**src/rtl/m_ifq_pkg.sv**
```systemverilog
// Shared types and constants for the instruction fetch queue.
// An entry holds the fetch PC in the upper word and the instruction in the lower word.
package m_ifq_pkg;

    typedef enum logic [1:0] {
        S_IDLE = 2'd0,
        S_WAIT = 2'd1,
        S_DROP = 2'd2
    } t_ifq_state;

    localparam int ILEN      = 32;
    localparam int IFQ_DEPTH = 4;
    localparam int ENTRY_W   = 2 * ILEN;

endpackage

```
**src/rtl/m_ifetch_queue_if.sv**
```systemverilog
// Fetch front-end bus: instruction memory request/response plus the decode handoff.
// The master side is the fetch queue; the slave side is memory, decode and branch resolution.
interface m_ifetch_queue_if #(parameter int DEPTH = m_ifq_pkg::IFQ_DEPTH);
    import m_ifq_pkg::*;

    logic                      w_redir;
    logic [ILEN-1:0]           w_redir_pc;
    logic                      w_imem_req;
    logic [ILEN-1:0]           w_imem_adr;
    logic                      w_imem_rvalid;
    logic [ILEN-1:0]           w_imem_rdata;
    logic                      w_ir_valid;
    logic [ILEN-1:0]           w_ir;
    logic [ILEN-1:0]           w_ir_pc;
    logic                      w_ir_ready;
    logic [$clog2(DEPTH):0]    w_count;

    modport master (
        input  w_redir, w_redir_pc, w_imem_rvalid, w_imem_rdata, w_ir_ready,
        output w_imem_req, w_imem_adr, w_ir_valid, w_ir, w_ir_pc, w_count
    );

    modport slave (
        output w_redir, w_redir_pc, w_imem_rvalid, w_imem_rdata, w_ir_ready,
        input  w_imem_req, w_imem_adr, w_ir_valid, w_ir, w_ir_pc, w_count
    );

endinterface

```
**src/rtl/m_ifq_fifo.sv**
```systemverilog
// Circular buffer of {pc, instruction} entries with flush; the head reads zero when empty.
module m_ifq_fifo
    import m_ifq_pkg::*;
#(
    parameter int DEPTH = IFQ_DEPTH
)
(
    input  logic                     w_clk,
    input  logic                     w_rst,
    input  logic                     w_push,
    input  logic                     w_pop,
    input  logic                     w_flush,
    input  logic [ENTRY_W-1:0]       w_din,
    output logic [ENTRY_W-1:0]       w_dout,
    output logic [$clog2(DEPTH):0]   w_count
);

    localparam int AW = $clog2(DEPTH);
    localparam int CW = AW + 1;

    logic [ENTRY_W-1:0] r_mem [DEPTH];
    logic [AW-1:0]      r_head;
    logic [AW-1:0]      r_tail;
    logic [CW-1:0]      r_count;

    // Flush wins over push and pop; pointers wrap naturally because DEPTH is a power of two.
    always_ff @(posedge w_clk or posedge w_rst) begin
        if (w_rst) begin
            r_head  <= '0;
            r_tail  <= '0;
            r_count <= '0;
        end else if (w_flush) begin
            r_head  <= '0;
            r_tail  <= '0;
            r_count <= '0;
        end else begin
            if (w_push)
                r_tail <= r_tail + AW'(1);
            if (w_pop)
                r_head <= r_head + AW'(1);
            r_count <= r_count + CW'(w_push) - CW'(w_pop);
        end
    end

    always_ff @(posedge w_clk) begin
        if (w_push && !w_flush)
            r_mem[r_tail] <= w_din;
    end

    assign w_dout  = (r_count != '0) ? r_mem[r_head] : '0;
    assign w_count = r_count;

endmodule

```
**src/rtl/m_ifetch_queue.sv**
```systemverilog
// Instruction fetch front-end: owns the fetch PC, keeps at most one memory request in flight,
// and queues returned instructions with their PCs for decode.
module m_ifetch_queue
    import m_ifq_pkg::*;
#(
    parameter int              DEPTH    = IFQ_DEPTH,
    parameter logic [ILEN-1:0] RESET_PC = 32'h0
)
(
    input  logic              w_clk,
    input  logic              w_rst,
    m_ifetch_queue_if.master  bus
);

    localparam int CW = $clog2(DEPTH) + 1;

    t_ifq_state         r_state;
    logic [ILEN-1:0]    r_fpc;
    logic [ILEN-1:0]    r_req_pc;

    logic               w_push;
    logic               w_pop;
    logic               w_resp;
    logic               w_issue_state;
    logic               w_slot_ok;
    logic               w_issue;
    logic [CW:0]        w_occ_next;
    logic [CW-1:0]      w_count_q;
    logic [ENTRY_W-1:0] w_head;

    assign w_resp        = bus.w_imem_rvalid && (r_state == S_WAIT || r_state == S_DROP);
    assign w_push        = bus.w_imem_rvalid && (r_state == S_WAIT) && !bus.w_redir;
    assign w_pop         = bus.w_ir_valid && bus.w_ir_ready;
    assign w_issue_state = (r_state == S_IDLE) || w_resp;

    // Occupancy after this edge must leave room for the new request's reserved slot.
    assign w_occ_next = {1'b0, w_count_q} + (CW+1)'(w_push) - (CW+1)'(w_pop);
    assign w_slot_ok  = w_occ_next < (CW+1)'(DEPTH);
    assign w_issue    = !w_rst && !bus.w_redir && w_issue_state && w_slot_ok;

    always_ff @(posedge w_clk or posedge w_rst) begin
        if (w_rst) begin
            r_state  <= S_IDLE;
            r_fpc    <= RESET_PC;
            r_req_pc <= '0;
        end else if (bus.w_redir) begin
            r_fpc <= bus.w_redir_pc & ~32'h3;
            if (r_state != S_IDLE && !bus.w_imem_rvalid)
                r_state <= S_DROP;
            else
                r_state <= S_IDLE;
        end else if (w_issue) begin
            r_fpc    <= r_fpc + 32'd4;
            r_req_pc <= r_fpc;
            r_state  <= S_WAIT;
        end else if (w_resp) begin
            r_state <= S_IDLE;
        end
    end

    m_ifq_fifo #(.DEPTH(DEPTH)) u_fifo (
        .w_clk   (w_clk),
        .w_rst   (w_rst),
        .w_push  (w_push),
        .w_pop   (w_pop),
        .w_flush (bus.w_redir),
        .w_din   ({r_req_pc, bus.w_imem_rdata}),
        .w_dout  (w_head),
        .w_count (w_count_q)
    );

    assign bus.w_imem_req = w_issue;
    assign bus.w_imem_adr = r_fpc;
    assign bus.w_ir_valid = (w_count_q != '0);
    assign bus.w_ir_pc    = w_head[ENTRY_W-1:ILEN];
    assign bus.w_ir       = w_head[ILEN-1:0];
    assign bus.w_count    = w_count_q;

endmodule

```
**src/flat_wrapper.sv**
```systemverilog
// flat-port wrapper written by rule: the top's interface ports become plain ports
module m_ifetch_queue_flat import m_ifq_pkg::*;
#(
    parameter int              DEPTH    = IFQ_DEPTH,
    parameter logic [ILEN-1:0] RESET_PC = 32'h0
)
  (w_clk, w_rst, bus_w_redir, bus_w_redir_pc, bus_w_imem_rvalid, bus_w_imem_rdata, bus_w_ir_ready, bus_w_imem_req, bus_w_imem_adr, bus_w_ir_valid, bus_w_ir, bus_w_ir_pc, bus_w_count);
  m_ifetch_queue_if #(.DEPTH(DEPTH)) bus_i ();
  input  logic w_clk;
  input  logic w_rst;
  input wire logic [$bits(bus_i.w_redir)-1:0] bus_w_redir;
  input wire logic [$bits(bus_i.w_redir_pc)-1:0] bus_w_redir_pc;
  input wire logic [$bits(bus_i.w_imem_rvalid)-1:0] bus_w_imem_rvalid;
  input wire logic [$bits(bus_i.w_imem_rdata)-1:0] bus_w_imem_rdata;
  input wire logic [$bits(bus_i.w_ir_ready)-1:0] bus_w_ir_ready;
  output wire logic [$bits(bus_i.w_imem_req)-1:0] bus_w_imem_req;
  output wire logic [$bits(bus_i.w_imem_adr)-1:0] bus_w_imem_adr;
  output wire logic [$bits(bus_i.w_ir_valid)-1:0] bus_w_ir_valid;
  output wire logic [$bits(bus_i.w_ir)-1:0] bus_w_ir;
  output wire logic [$bits(bus_i.w_ir_pc)-1:0] bus_w_ir_pc;
  output wire logic [$bits(bus_i.w_count)-1:0] bus_w_count;
  assign bus_i.w_redir = bus_w_redir;
  assign bus_i.w_redir_pc = bus_w_redir_pc;
  assign bus_i.w_imem_rvalid = bus_w_imem_rvalid;
  assign bus_i.w_imem_rdata = bus_w_imem_rdata;
  assign bus_i.w_ir_ready = bus_w_ir_ready;
  assign bus_w_imem_req = bus_i.w_imem_req;
  assign bus_w_imem_adr = bus_i.w_imem_adr;
  assign bus_w_ir_valid = bus_i.w_ir_valid;
  assign bus_w_ir = bus_i.w_ir;
  assign bus_w_ir_pc = bus_i.w_ir_pc;
  assign bus_w_count = bus_i.w_count;
  m_ifetch_queue #(.DEPTH(DEPTH), .RESET_PC(RESET_PC)) u_core (.w_clk(w_clk), .w_rst(w_rst), .bus(bus_i));
endmodule
```
**config.mk**
```make
export PLATFORM = sky130hd
export DESIGN_NAME = m_ifetch_queue_flat
export DESIGN_NICKNAME = d
export VERILOG_FILES = /design/src/rtl/m_ifq_pkg.sv /design/src/rtl/m_ifetch_queue_if.sv /design/src/rtl/m_ifq_fifo.sv /design/src/rtl/m_ifetch_queue.sv /design/src/flat_wrapper.sv
export SDC_FILE = /design/constraint.sdc
export NUM_CORES = 1
export LEC_CHECK = 0
export ABC_AREA = 1
export ABC_CLOCK_PERIOD_IN_PS = 4800
export CELL_PAD_IN_SITES_DETAIL_PLACEMENT = 0
export CELL_PAD_IN_SITES_GLOBAL_PLACEMENT = 1
export CORE_MARGIN = 2
export CORE_UTILIZATION = 44
export DETAILED_ROUTE_END_ITERATION = 8
export GPL_ROUTABILITY_DRIVEN = 0
export PLACE_DENSITY = 0.81
export SETUP_SLACK_MARGIN = 0.02
export SLEW_MARGIN = 15
export SYNTH_ARGS = -nofsm -noshare
export SYNTH_HDL_FRONTEND = slang
export SYNTH_SLANG_ARGS = --single-unit
```
**constraint.sdc**
```tcl
create_clock -name w_clk -period 4.8 [get_ports w_clk]
set_input_delay 1.44 -clock w_clk [delete_from_list [all_inputs] [get_ports w_clk]]
set_output_delay 1.44 -clock w_clk [all_outputs]
set_load 0.02 [all_outputs]
```
==> results.py, run 1 <==
metrics = {
    "layout": {
        "multiInputGateArea_mm2": 0.00385,
        "final_common_cell": "nor2_1",
        "fillCellCount": 2580,
        "final_nets": 1534,
        "regArea_mm2": 0.00918,
        "design_area_mm2": 0.0169,
        "layout_common_cells": "nor2_1 (279), edfxtp_1 (248), nand2_1 (170)",
        "final_core_util_pct": 55.6,
        "antenna_cells": 0,
        "drive_above_1_share_pct": 9.00,
        "syn_to_final_growth_pct": 25.1,
    },
    "worst_setup_path": {
        "worst_path_max_delay_cell": "fa_2",
        "crit_path_start_kind": "primary input",
        "crit_type": "in -> out",
        "reg2reg_slack_ps": 1660,
        "worstPathRequired_ps": 3360,
        "crit_start": "bus_w_ir_ready",
        "crit_path_max_incr_delay_ps": 340,
        "critPathMaxFanout": 2,
        "cp.arrival_ps": 3230,
        "path_buf_inv": 5,
        "end_kind": "output port",
        "cp_top_family": "adder cells",
        "critPathMostFrequentCell": "nand2_2",
        "rr_startpoint": "u_core.r_state[1]$_DFFE_PP0P_",
        "crit_chain": "dlygate4sd2_1, nand2_2, inv_2, ha_4, inv_2, ha_4, inv_2, fa_2, nand2_2, nand2_2, nor2_4, nand2_2, nor2_4, buf_6",
    },
    "hold_path": {
        "hold_path.class": "reg -> reg",
        "hold_start": "u_core.r_req_pc[6]$_DFFE_PP0P_",
    },
    "clocking": {
        "cts.sinks": 317,
        "cts_max_level": 2,
        "clkTransAtPathRegs_ps": 60,
        "clock_path_buffers": 3,
        "cts_tree": "done",
        "cts-buffers-inserted": 34,
        "worstSkewPairLatency_ps": 500,
        "cts_root_buf": "clkbuf_16",
    },
    "placement": {
        "pre_cts_slack_ps": -822,
        "port_buffers": 163,
        "dpl_cell_area_mm2": 0.0157,
        "hpwl_um": 18000,
    },
    "timing": {
        "finalHoldViolations": 0,
        "fin_crit_sh_pct": 97.4,
        "finClkSkew_ps": 9.74,
        "fmax_mhz": 214,
        "finalSetupViolCount": 0,
        "worst_pin_slew_ps": 702,
        "timing.setup.tns_ps": 0,
        "slew_violations": 0,
        "setup_slack_ps": 127,
        "rsz0062_at_grt": "no",
        "slew_headroom_pct": 53.1,
        "layout_min_cycle_time_ps": 4670,
    },
    "synth": {
        "avgSynthCellArea_um2": 10.6,
        "async_reset_ff_share_pct": 21.8,
        "synth_cells": 1276,
        "yosysWarnings": 0,
        "synth_edf_count": 248,
        "synth_cell_types": 31,
        "synthTopCellsByArea": "edfxtp_1 (55%), dfrtp_1 (13%), nor2_1 (7.8%)",
        "seq_area_frac_synth_pct": 67.8,
        "yosys.area.top_type": "edfxtp_1",
        "synthesis.area_mm2": 0.0135,
        "ys.flop_type": "edfxtp_1",
        "yosys.area.top_type_share_pct": 55.0,
        "synth-seq-cells": 317,
    },
    "floorplan": {
        "rows": 64,
        "chipHeight_um": 179,
        "ioPinCount": 170,
        "dieWidth_um": 179,
        "core_area_mm2": 0.0304,
        "die-area_mm2": 0.0322,
        "start_util_pct": 44.5,
    },
    "drt": {
        "wl_um": 30700,
        "wl_per_cell_um": 16.4,
        "dr.first_iter.drc_count": 495,
        "vias_per_cell": 5.04,
        "post-route-drc-count": 0,
        "ant_nets": 0,
        "first_pass_iters": 5,
        "route.vias.total": 9440,
    },
    "pwr": {
        "peakVddDrop_uv": 285,
        "powerDensity_mw_per_mm2": 546,
        "leakage_nw": 6.29,
        "p_total_w": 0.00925,
    },
    "global_route": {
        "antenna_found_initial": 0,
        "grt-ovfl-total": 0,
        "gr-usage-all-layers_pct": 19.2,
        "grt_max_degree": 126,
        "grt_pass1_vias": 9068,
        "grt_pass1_wl_um": 47700,
    },
    "run_status": {
        "outcome": "complete, no violations",
    },
    "run": {
        "drv_cap": 0,
    },
}
## layer usage
| layer | part of all wire [%] | up-vias | GRT usage [%] |
|---|---|---|---|
| met5 | 0 | - | 0 |
| met4 | 1.9 | 0 | 5.01 |
| met3 | 5.2 | 36 | 3.31 |
| met2 | 48 | 238 | 33.1 |
| met1 | 45 | 4470 | 25.2 |
| li1 | - | 4696 | - |
## per-stage QoR
step / std cells / hold WS, ps
after floorplan: 1279 / 476
after global placement: 1797 / 491
after detailed placement: 1797 / 503
after CTS: 1872 / 515
after global routing: 1874 / 544
final: 1874 / 510
## layout make-up
type	instances	area share, %
clock inverters	15	0.991
multi-input cells	827	22.8
well taps	396	2.93
repair buffers	205	12.2
inverters	68	1.52
flip-flops and latches	317	54.2
clock buffers	46	5.42
## logic make-up (layout without fill, tap and decap cells)
logic type / count (synthesis) / count (layout) / share of synthesized area [%]
other: 1 / 4 / 0.0277
AO/OA/AOI/OAI: 242 / 242 / 9.04
buffers and inverters: 135 / 334 / 4.35
adder cells (fa/ha/maj): 12 / 12 / 1.16
AND/OR/NAND/NOR: 563 / 563 / 17.2
XOR/XNOR: 6 / 6 / 0.388
flip-flops: 317 / 317 / 67.8
## flip-flops by register name (all words and copies together) (netlist names)
register and flops:
u_core.bus.w_imem_adr 30, u_core.r_req_pc 30, u_core.r_state 2, u_core.u_fifo.r_head 2, u_core.u_fifo.r_mem 248, u_core.u_fifo.r_tail 2
u_core.u_fifo.w_count 3
## worst paths after layout
check	to	cells after the start
setup reg to reg	u_core.u_fifo.r_mem[1][12]$_DFFE_PP_	19
min in group asynchronous	u_core.u_fifo.w_count[0]$_DFF_PP0_	2
hold reg to reg	u_core.u_fifo.r_mem[3][38]$_DFFE_PP_	0
max in group asynchronous	u_core.r_req_pc[6]$_DFFE_PP0P_	3
setup / recovery	bus_w_imem_req	14
hold / removal	u_core.u_fifo.r_mem[3][38]$_DFFE_PP_	0
## repair_timing
action / 4_1_cts / 5_1_grt
buffers inserted: 14 / 2
setup endpoints to repair: 1 / 1
pin swaps: 8 / 4
hold buffers: 0 / 0
gates resized for setup: 18 / 2
## report_power, final
group / leakage (nW) / internal (W) / total, W / switching, W
Clock: 0.515 / 0.00151 / 0.00253 / 0.00102
Sequential: 3.11 / 0.00333 / 0.00365 / 0.000311
Combinational: 2.66 / 0.00123 / 0.00307 / 0.00184
Total: 6.29 / 0.00608 / 0.00925 / 0.00317
## worst reg2reg max path, delay by kind of cell (launching register included)
kind / cells / cell delay, ps
DFF: 1 / 380
adders and majority gates: 1 / 140
buffers and inverters: 16 / 1790
and+or+nand+nor: 2 / 420
## synth_stat cells (all sizes together), types with 2 or more instances
| master | count |
|---|---|
| a21boi | 5 |
| a21oi | 66 |
| buf | 39 |
| clkbuf | 28 |
| clkinv | 2 |
| dfrtp | 69 |
| edfxtp | 248 |
| ha | 11 |
| inv | 66 |
| nand2 | 181 |
| nand3 | 83 |
| nor2 | 296 |
| o21ai | 171 |
| xnor2 | 3 |
| xor2 | 3 |
No activity file was read; power rests on OpenSTA's default activity.
==> run 2, diff against run 1 <==
--- a/config.mk
+++ b/config.mk
@@ -11,6 +11,7 @@
 export CELL_PAD_IN_SITES_GLOBAL_PLACEMENT = 1
 export CORE_MARGIN = 2
 export CORE_UTILIZATION = 44
+export CTS_CLUSTER_DIAMETER = 40
 export DETAILED_ROUTE_END_ITERATION = 8
 export GPL_ROUTABILITY_DRIVEN = 0
 export PLACE_DENSITY = 0.81
==> run 2 against run 1 <==
Clock skew is 9.9 ps higher. Clock power is 23% higher. Global-route usage is 0.12 points higher. Sequential share of layout area is 1.1 points lower. Worst hold slack better by 1.9 ps. Register-to-register slack worse by 30 ps. Sequential power hardly changed. Final area is 2.0% higher. Routed wire length is 0.94% higher. Via count is 0.32% higher. Flip-flop and latch count stayed put. Critical endpoint unchanged.
==> results.py, run 2 (synthesized netlist as in run 1, its figures left out) <==
metrics = {
    "layout": {
        "final_nets": 1543,
        "regMostFlops": "u_core.u_fifo.r_mem",
        "largest_register_ffs": 248,
        "fillCellCount": 2530,
        "drive_above_1_share_pct": 10.7,
        "final_core_util_pct": 56.8,
        "layout_common_cells": "nor2_1 (279), edfxtp_1 (248), nand2_1 (170)",
        "final_common_cell": "nor2_1",
        "antenna_cells": 0,
        "syn_to_final_growth_pct": 27.6,
    },
    "drt": {
        "post-route-drc-count": 0,
        "vias_per_cell": 5.00,
        "dr.first_iter.drc_count": 586,
        "ant_nets": 0,
        "first_pass_iters": 5,
        "wl_per_cell_um": 16.4,
        "route.vias.total": 9470,
        "wl_um": 31000,
    },
    "global_route": {
        "grt_max_degree": 126,
        "antenna_found_initial": 0,
        "grt_pass1_vias": 9192,
        "grt-ovfl-total": 0,
        "grt_pass1_wl_um": 48100,
        "gr-usage-all-layers_pct": 19.3,
    },
    "placement": {
        "hpwl_um": 18000,
        "port_buffers": 163,
        "pre_cts_slack_ps": -822,
    },
    "worst_setup_path": {
        "critPathMaxFanout": 2,
        "cp.arrival_ps": 3190,
        "crit_path_start_kind": "primary input",
        "worstPathRequired_ps": 3360,
        "end_kind": "output port",
        "crit_type": "in -> out",
    },
    "run": {
        "drv_cap": 0,
    },
    "timing": {
        "worst_pin_slew_ps": 704,
        "finClkSkew_ps": 19.6,
        "fmax_mhz": 216,
        "fin_crit_sh_pct": 96.4,
        "finalHoldViolations": 0,
        "slew_violations": 0,
        "hold_slack_ps": 512,
        "finalSetupViolCount": 0,
        "slew_headroom_pct": 53.0,
        "setup_slack_ps": 171,
        "layout_min_cycle_time_ps": 4630,
        "rsz0062_at_grt": "no",
    },
    "clocking": {
        "cts_hold_buf": 0,
        "cts_max_level": 2,
        "cts_tree": "done",
        "cts_root_buf": "clkbuf_16",
        "clock_path_buffers": 3,
        "clkTransAtPathRegs_ps": 60,
        "cts-buffers-inserted": 44,
        "cts.sinks": 317,
        "worstSkewPairLatency_ps": 540,
    },
    "pwr": {
        "leakage_nw": 6.47,
        "powerDensity_mw_per_mm2": 569,
        "peakVddDrop_uv": 272,
    },
    "hold_path": {
        "hold_path.class": "reg -> reg",
    },
    "floorplan": {
        "chipHeight_um": 179,
        "rows": 64,
        "dieWidth_um": 179,
        "core_area_mm2": 0.0304,
        "ioPinCount": 170,
        "start_util_pct": 44.5,
        "die-area_mm2": 0.0322,
    },
    "run_status": {
        "outcome": "complete, no violations",
    },
}
[run 2: report_power, final]
group | internal, W | switching [W]
Sequential | 0.00334 | 0.000316
Combinational | 0.00123 | 0.00184
Clock | 0.00187 | 0.00123
[run 2: final cells by class]
cell class | count | area (um2) | area share [%]
clock buffers | 52 | 1150 | 6.67
clock inverters | 30 | 285 | 1.65
inverters | 68 | 256 | 1.49
multi-input cells | 827 | 3850 | 22.3
flip-flops and latches | 317 | 9180 | 53.1
well taps | 396 | 495 | 2.87
repair buffers | 204 | 2050 | 11.9
[run 2: stage by stage]
step | total power [W] | instance area (um2) | setup TNS (ps) | cells
final | 0.00982 | 17300 | 0 | 1894
after global routing | 0.0103 | 17300 | 0 | 1894
after CTS | 0.00991 | 17300 | 0 | 1893
after detailed placement | 0.00673 | 15700 | -822 | 1797
after global placement | 0.00669 | 15700 | -783 | 1797
after floorplan | 0.00535 | 13500 | -52720 | 1279
[run 2: worst max-delay path, cell delays in order]
cell and delay, ps:
dlygate4sd2_1 250, nor3_2 290, ha_4 200, inv_2 40, fa_2 340, nand2_2 80
nand2_2 70, nor2_4 110, nand2_2 70, nor2_4 150, buf_6 140
[run 2: repair_timing]
item	CTS	global route
pin swaps	8	4
hold endpoints to repair	0	0
setup buffers	14	1
resized for setup	18	3
endpoints found under the setup margin	1	1
[run 2: routing by layer]
layer	track usage (%)	vias to the layer above	wire [um]
li1	-	4722	-
met1	25.3	4458	13800
met2	33.0	241	14900
met3	3.50	49	1700
met4	5.75	0	607
met5	0	-	0
[run 2: final timing paths]
check                                                 from                                    to  slack [ps]  cells after the start
min in group asynchronous                            w_rst   u_core.u_fifo.r_tail[1]$_DFFE_PP0P_        1370                      2
max in group asynchronous                            w_rst  u_core.bus.w_imem_adr[7]$_DFFE_PP0P_        2700                      3
hold / removal             u_core.r_req_pc[10]$_DFFE_PP0P_  u_core.u_fifo.r_mem[0][42]$_DFFE_PP_         510                      0
hold reg to reg            u_core.r_req_pc[10]$_DFFE_PP0P_  u_core.u_fifo.r_mem[0][42]$_DFFE_PP_         510                      0
setup / recovery                               bus_w_redir                        bus_w_imem_req         170                     11
setup reg to reg             u_core.r_state[1]$_DFFE_PP0P_  u_core.u_fifo.r_mem[3][27]$_DFFE_PP_        1630                     19
==> run 3, diff against run 2 <==
--- a/config.mk
+++ b/config.mk
@@ -16,7 +16,8 @@
 export GPL_ROUTABILITY_DRIVEN = 0
 export PLACE_DENSITY = 0.81
 export SETUP_SLACK_MARGIN = 0.02
-export SLEW_MARGIN = 15
+export SLEW_MARGIN = 5
 export SYNTH_ARGS = -nofsm -noshare
 export SYNTH_HDL_FRONTEND = slang
+export SYNTH_HIERARCHICAL = 1
 export SYNTH_SLANG_ARGS = --single-unit
==> constraint.sdc (replaced) <==
create_clock -name w_clk -period 4.8 [get_ports w_clk]
set_input_delay 1.44 -clock w_clk [delete_from_list [all_inputs] [get_ports w_clk]]
set_output_delay 1.44 -clock w_clk [all_outputs]
set_load 0.01 [all_outputs]
==> run 3 against run 2 <==
Global-route usage decreased by 0.23 points. Largest power group unchanged. Cell count increased by 19%. Clock power about the same.
==> results.py, run 3 <==
metrics = {
    "layout": {
        "layout_common_cells": "nand2_1 (471), inv_1 (318), edfxtp_1 (256)",
        "fillCellCount": 2911,
        "final_core_util_pct": 55.4,
        "syn_to_final_growth_pct": 23.6,
        "largest_register_ffs": 256,
        "drive_above_1_share_pct": 8.39,
        "final_nets": 1847,
        "final_common_cell": "nand2_1",
        "final_cells": 2248,
        "regMostFlops": "u_core/u_fifo/r_mem",
    },
    "synth": {
        "synthesis.area_mm2": 0.0151,
        "synthTopCellsByArea": "edfxtp_1 (51%), nand2_1 (12%), dfrtp_1 (11%)",
        "yosysMostFrequentCell": "nand2_1",
        "synth_cells": 1590,
        "ys.flop_type": "edfxtp_1",
        "synth_edf_count": 256,
        "synth-seq-cells": 325,
        "yosys.area.top_type": "edfxtp_1",
        "yosys-top-cells-count": "nand2_1 (471), inv_1 (320), edfxtp_1 (256)",
        "yosysWarnings": 6,
        "synth_cell_types": 30,
        "seq_area_frac_synth_pct": 62.3,
        "async_reset_ff_share_pct": 21.2,
        "avgSynthCellArea_um2": 9.51,
        "yosys.area.top_type_share_pct": 50.9,
    },
    "pwr": {
        "pwr-share-seq_pct": 38.8,
        "p_int_w": 0.00649,
        "switching_share_pct": 32.7,
        "leakage_nw": 8.18,
        "peakVddDrop_uv": 434,
        "switching_power_w": 0.00315,
        "combPwrFrac_pct": 29.1,
        "powerDensity_mw_per_mm2": 516,
        "power_frac_clock_pct": 32.1,
        "p_total_w": 0.00963,
    },
    "worst_setup_path": {
        "cp.arrival_ps": 3200,
        "critPathMostFrequentCell": "nand2_2",
        "reg2reg_slack_ps": 2140,
        "worstPathRequired_ps": 3360,
        "end_kind": "output port",
        "path_buf_inv": 4,
        "cp_top_family": "simple AND/OR/NAND/NOR gates",
        "crit_chain": "clkdlybuf4s50_1, and2_1, ha_1, inv_1, ha_1, nand2_1, inv_1, nand2_2, nand2_2, nand2_1, nand2_2, nor2_4, buf_6",
        "crit_path_start_kind": "primary input",
        "crit_path_max_incr_delay_ps": 440,
        "critPathMaxFanout": 4,
        "worst_path_max_delay_cell": "clkdlybuf4s50_1",
        "crit_type": "in -> out",
    },
    "timing": {
        "rsz0062_at_grt": "no",
        "worst_pin_slew_ps": 940,
        "slew_violations": 0,
        "fmax_mhz": 216,
        "fin_crit_sh_pct": 96.6,
        "finalSetupViolCount": 0,
        "finClkSkew_ps": 23.8,
        "finalHoldViolations": 0,
        "timing.setup.tns_ps": 0,
        "slew_headroom_pct": 37.2,
        "layout_min_cycle_time_ps": 4640,
    },
    "clocking": {
        "cts_hold_buf": 0,
        "cts.sinks": 325,
        "post-cts-setup-buffers": 0,
        "clock_path_buffers": 3,
        "worstSkewPairLatency_ps": 550,
        "cts-buffers-inserted": 42,
        "cts_tree": "done",
        "cts_root_buf": "clkbuf_16",
        "clkTransAtPathRegs_ps": 60,
        "cts_max_level": 2,
    },
    "global_route": {
        "gr-usage-all-layers_pct": 19.1,
        "grt-ovfl-total": 0,
        "grt_max_degree": 131,
        "grt_pass1_vias": 10418,
        "antenna_found_initial": 1,
        "grt_pass1_wl_um": 54000,
    },
    "floorplan": {
        "chipHeight_um": 189,
        "core_area_mm2": 0.0337,
        "start_util_pct": 44.9,
        "die-area_mm2": 0.0359,
        "rows": 67,
        "dieWidth_um": 189,
        "ioPinCount": 170,
    },
    "placement": {
        "port_buffers": 165,
        "hpwl_um": 20900,
        "place_inst": 2169,
    },
    "drt": {
        "post-route-drc-count": 0,
        "wl_per_cell_um": 15.2,
        "first_pass_iters": 5,
        "ant_nets": 0,
        "wl_um": 34100,
        "dr.first_iter.drc_count": 641,
        "route.vias.total": 10630,
        "vias_per_cell": 4.73,
    },
    "hold_path": {
        "hold_path.class": "reg -> reg",
    },
    "run": {
        "drv_cap": 0,
    },
    "run_status": {
        "outcome": "complete, no violations",
    },
}
[run 3: cell types whose count changed after synthesis, sizes merged, moves of 2 or more]
cell    change
clkinv      -2
clkbuf     -15
nor2      -242
o21ai     -127
edfxtp      +8
inv       +255
nand2     +293
buf        +18
xor2        -3
a21oi       +2
and2        +3
nand3     +124
[run 3: repair_timing]
item                                    in CTS  in global routing
cloned                                       0                  0
gates resized for setup                      4                  4
endpoints found under the hold margin        0                  0
pin swaps                                    1                  1
endpoints found under the setup margin       1                  1
[run 3: kinds of logic after synthesis]
logic type,share of synthesized area [%]
flops,62.3
fa+ha+maj,1.13
xor+xnor,0.116
buf+inv,11.2
other cells,0.0248
simple gates,20.6
compound gates,4.63
[run 3: power groups by stage]
stage	Combinational (W)	Clock (W)	Sequential, W
finish	0.00280	0.00310	0.00373
global placement	0.00280	0	0.00377
floorplan	0.00162	0	0.00370
global route	0.00310	0.00328	0.00378
detailed placement	0.00283	0	0.00378
CTS	0.00284	0.00316	0.00373
[run 3: worst reg2reg max path, cell delays in order (launching register included)]
cell and delay, ps:
dfrtp_1 460, inv_1 160, nand3_1 100, and2_1 160, ha_1 190, inv_1 50
ha_1 230, nand2_1 70, inv_1 40, nand2_2 100, nand2_2 60, nand2_1 70
nand2_2 60, nor2_4 180, buf_4 330, nor2_4 160, nand2_1 100, nand2_1 50
[run 3: final timing paths]
check	start	end	cells after the start
worst max-delay path	bus_w_ir_ready	bus_w_imem_req	13
worst min-delay path	u_core/r_req_pc[29]$_DFFE_PP0P_	u_core/u_fifo/r_mem[0][61]$_DFFE_PP_	0
worst max register to register	u_core/u_fifo/w_count[2]$_DFF_PP0_	u_core/bus.w_imem_adr[12]$_DFFE_PP0P_	17
worst min register to register	u_core/r_req_pc[29]$_DFFE_PP0P_	u_core/u_fifo/r_mem[0][61]$_DFFE_PP_	0
max in group asynchronous	w_rst	u_core/bus.w_imem_adr[3]$_DFFE_PP0P_	3
min in group asynchronous	w_rst	u_core/u_fifo/w_count[2]$_DFF_PP0_	2
[run 3: layout make-up]
class                   instances  area (um2)  area share [%]
clock inverters                26         307            1.64
diodes                          1        2.50          0.0134
well taps                     448         561            3.00
repair buffers                192        1990            10.6
flip-flops and latches        325        9420            50.4
clock buffers                  52        1120            5.99
inverters                     321        1210            6.46
multi-input cells             883        4080            21.8
[run 3: per-stage QoR]
step / instance area [um2] / hold WS, ps / setup WS, ps
4_1_cts: 18700 / 499 / 23.7
6_report: 18700 / 506 / 164
2_1_floorplan: 15100 / 476 / -709
3_5_place_dp: 17200 / 503 / -390
3_3_place_gp: 17200 / 487 / -403
5_1_grt: 18700 / 526 / 23.8
[run 3: per-layer routing]
metal,track usage [%],share of wire [%],wire [um]
met1,25.0,45,15200
met2,32.4,48,16300
met3,3.11,5.2,1790
met4,6.26,2.4,833
met5,0,0,0
